==> src/rtl/rr_mux4_stream.sv <==
// rtl/rr_mux4_stream.sv - 4-to-1 round-robin valid/ready stream merge with channel tag
module rr_mux4_stream #(
    parameter int WIDTH = 8
) (
    input  logic               clk,
    input  logic               rst_n,
    input  logic [4*WIDTH-1:0] in_data,
    input  logic [3:0]         in_valid,
    output logic [3:0]         in_ready,
    output logic [WIDTH-1:0]   out_data,
    output logic [1:0]         out_sel,
    output logic               out_valid,
    input  logic               out_ready
);

    logic [1:0]       last_grant;
    logic             load;
    logic             grant_found;
    logic [1:0]       grant_idx;
    logic [WIDTH-1:0] grant_data;

    // The output register may take a new word when it is empty or being drained this cycle.
    assign load = !out_valid || out_ready;

    // Rotating-priority search starting just after the previous winner; the sum wraps mod 4.
    always_comb begin
        grant_found = 1'b0;
        grant_idx   = last_grant;
        for (int i = 1; i <= 4; i++) begin
            if (!grant_found && in_valid[last_grant + 2'(i)]) begin
                grant_found = 1'b1;
                grant_idx   = last_grant + 2'(i);
            end
        end
    end

    // Ready is one-hot on the winner, suppressed under backpressure and while reset is held.
    always_comb begin
        in_ready = 4'b0000;
        if (rst_n && load && grant_found) begin
            in_ready = 4'b0001 << grant_idx;
        end
    end

    // Data path select for the winning channel; ready never looks at this.
    always_comb begin
        grant_data = in_data[int'(grant_idx) * WIDTH +: WIDTH];
    end

    // Output register and arbitration history; holds everything while stalled.
    always_ff @(posedge clk or negedge rst_n) begin
        if (!rst_n) begin
            out_valid  <= 1'b0;
            out_data   <= '0;
            out_sel    <= 2'd0;
            last_grant <= 2'd3;
        end else if (load) begin
            if (grant_found) begin
                out_valid  <= 1'b1;
                out_data   <= grant_data;
                out_sel    <= grant_idx;
                last_grant <= grant_idx;
            end else begin
                out_valid  <= 1'b0;
            end
        end
    end

endmodule

==> config.mk <==
export PLATFORM = sky130hd
export DESIGN_NAME = rr_mux4_stream
export DESIGN_NICKNAME = d
export VERILOG_FILES = /design/src/rtl/rr_mux4_stream.sv
export SDC_FILE = /design/constraint.sdc
export NUM_CORES = 1
export LEC_CHECK = 0
export ABC_CLOCK_PERIOD_IN_PS = 2400
export CORE_MARGIN = 2
export CORE_UTILIZATION = 38
export CTS_CLUSTER_DIAMETER = 50
export CTS_CLUSTER_SIZE = 28
export DETAILED_ROUTE_END_ITERATION = 10
export PLACE_DENSITY = 0.9
export SYNTH_ARGS = -nofsm -noshare
export SYNTH_HDL_FRONTEND = slang
export SYNTH_SLANG_ARGS = --single-unit
==> constraint.sdc <==
create_clock -name clk -period 2.4 [get_ports clk]
set_input_delay 0.48 -clock clk [delete_from_list [all_inputs] [get_ports clk]]
set_output_delay 0.48 -clock clk [all_outputs]
set_load 0.02 [all_outputs]
==> impl_metrics.json <==
{
  "seq_power_share": 0.292,
  "fin_total_pwr_w": 0.00122,
  "synthArstFlopShare": 1.00,
  "critPathLaunchType": "primary input",
  "cpPeakStageDelay_ps": 450,
  "synth_top_area_share": 0.293,
  "tightestPinTransition_ps": 263,
  "combPwrFrac": 0.592,
  "synth_edf_count": 0,
  "rows": 18,
  "areaGrowthSynthToFinish_pct": 71.0,
  "synthTopCellsByArea": "dfrtp_1 29%, mux2i_1 8.5%, a211o_1 7.4%, o311ai_1 7.4%, o31ai_1 6.4%",
  "finalWorstSetupSlack_ps": 107,
  "finalClockSkew_ps": 7.40,
  "cts_setup_buffers": 0,
  "gr-total-overflow": 0,
  "synth-seq-cells": 13,
  "pin_count": 54,
  "top_layer_used": "met4",
  "coreArea_um2": 2410,
  "dpl.hpwl_mm": 2.37,
  "switching_power_w": 0.000495,
  "path_buf_inv": 2,
  "antenna_found_initial": 0,
  "drive_gt1_frac": 0.181,
  "htreeDepth": 1,
  "synth_top_area_cell": "dfrtp_1",
  "sw_frac_of_total": 0.406,
  "wl_met2_mm": 1.50,
  "port_buffers": 53,
  "yosys_warnings": 0,
  "slew_violations": 0,
  "first_pass_iters": 4,
  "synth-main-ff-cell": "dfrtp_1",
  "critPathCaptureType": "output port",
  "power_frac_clock": 0.116,
  "crit_family": "buffers and inverters",
  "maxCapViolCount": 0,
  "cts_made_buffers": 3,
  "wirelength_mm": 3.09,
  "first_iter_violations": 17,
  "grt_pass1_wl_mm": 4.78,
  "path_max_fanout": 3,
  "slew-limit-headroom": 0.822,
  "synth_fp_nets": 145,
  "wl_met3_um": 340,
  "seq_area_frac_synth": 0.348,
  "r2r_slack_ps": 590,
  "dp_slack_ps": -358,
  "clock-root-buffer": "clkbuf_4",
  "p_leak_nw": 0.687,
  "power.internal_w": 0.000723,
  "grt_max_degree": 28,
  "ys_types": 23,
  "setup_viol": 0,
  "min_period_over_period": 0.956,
  "cp_cell_sequence": "clkdlybuf4s50_1, nor2b_4, o21ai_1, o21a_1, nand3_1, nor2_1, buf_4",
  "synth_common_cells": "11 x dfrtp_1, 11 x nand2_1, 10 x nor2_1",
  "fin_tns_setup_ps": 0,
  "dieArea_um2": 2890,
  "avgViaCountPerCell": 5.68,
  "die_h_um": 53.8,
  "hold_viol": 0,
  "critPathKind": "primary input to output port",
  "ir_drop_mv": 0.582,
  "path_clk_slew_ps": 80,
  "start_util": 0.390,
  "hold_ws_ps": 488,
  "period_minus_slack_ps": 2290,
  "num_vias": 1141,
  "fmax_mhz": 436,
  "critPathArrivalTime_ps": 1810,
  "synth_area_um2": 941,
  "gp_congestion": 0.896,
  "m1WireLength_mm": 1.22,
  "cts_tree": "yes",
  "clk_path_buf_depth": 2,
  "grt_pass1_vias": 1055,
  "n_antenna_cell": 0,
  "cp.required_ps": 1920,
  "min_path_type": "flop to flop",
  "insertion_delay_ps": 280,
  "nets": 211,
  "drc": 0,
  "grt.total_usage": 0.229,
  "syn_area_per_cell_um2": 8.88,
  "slowest_stage": "clkdlybuf4s50_1",
  "postRouteAntennaNets": 0,
  "wl_per_cell_um": 15.4,
  "clock_sinks": 13,
  "status": "complete, no violations",
  "power_density_nw_per_um2": 757,
  "synth_cells": 106,
  "die-width_um": 53.8
}
[registers in the layout (all words and copies together), names as in the netlist]
name and count:
out_data 8, out_valid 1, out_sel 2, last_grant 2
[per-layer routing]
layer  GRT usage  vias up
met4      0.0769        0
met1       0.284      520
li1            -      542
met5           0        -
met2       0.386       75
met3      0.0556        4
[cells by family (layout without fill, tap and decap cells)]
family / after synthesis / count (layout) / share of synthesized area
simple gates: 40 / 40 / 0.215
compound gates: 37 / 37 / 0.302
flops: 13 / 13 / 0.348
mux: 8 / 8 / 0.0851
buf+inv: 8 / 73 / 0.0492
[power by group through the flow]
stage	clock (W)	sequential, W	combinational, W
finish	0.000141	0.000356	0.000721
global route	0.000155	0.000365	0.000773
CTS	0.000147	0.000354	0.000716
detailed placement	0	0.000355	0.000717
global placement	0	0.000356	0.000691
floorplan	0	0.000424	0.000322
[layout by cell type (no fill, tap or decap), types with 3 or more instances in the layout]
cell	synthesis	routed
a21o_1	3	3
nand3_1	4	4
nand2_1	11	11
buf_2	0	3
o311ai_1	8	8
nand4_1	8	8
nand2b_1	3	3
dfrtp_1	11	11
o31ai_1	8	8
clkbuf_4	0	3
buf_4	0	17
nor2_1	10	9
o21ai_1	4	3
mux2i_1	8	8
clkdlybuf4s50_1	0	49
a211o_1	8	8
[per-stage QoR]
stage | cell area [µm²] | util | cells
floorplan | 941 | - | 106
global placement | 1580 | 0.657 | 197
detailed placement | 1580 | 0.657 | 197
CTS | 1610 | 0.669 | 201
global route | 1610 | 0.668 | 201
finish | 1610 | 0.668 | 201
[path summary, 6_finish.rpt]
| path | start | endpoint | cells past startpoint |
|---|---|---|---|
| max | in_valid[3] | in_ready[1] | 7 |
| min | out_sel[1] | out_sel[1] | 1 |
| max reg2reg | last_grant[0] | out_data[1] | 6 |
| min reg2reg | out_sel[1] | out_sel[1] | 1 |
| max in group asynchronous | rst_n | last_grant[0] | 2 |
| min in group asynchronous | rst_n | out_valid | 2 |
[final cells by class]
cell class	instances	area (µm²)
repair buffers	69	633
multi-input cells	85	584
clock buffers	4	26.3
fillers	185	801
flip-flops and latches	13	328
well taps	30	37.5
[repair_timing]
action,4_1_cts,5_1_grt
pin swaps,0,1
hold buffers,0,0
setup endpoints to repair,4,4
gates resized for setup,14,8
Power figures use the tool's default switching activity.
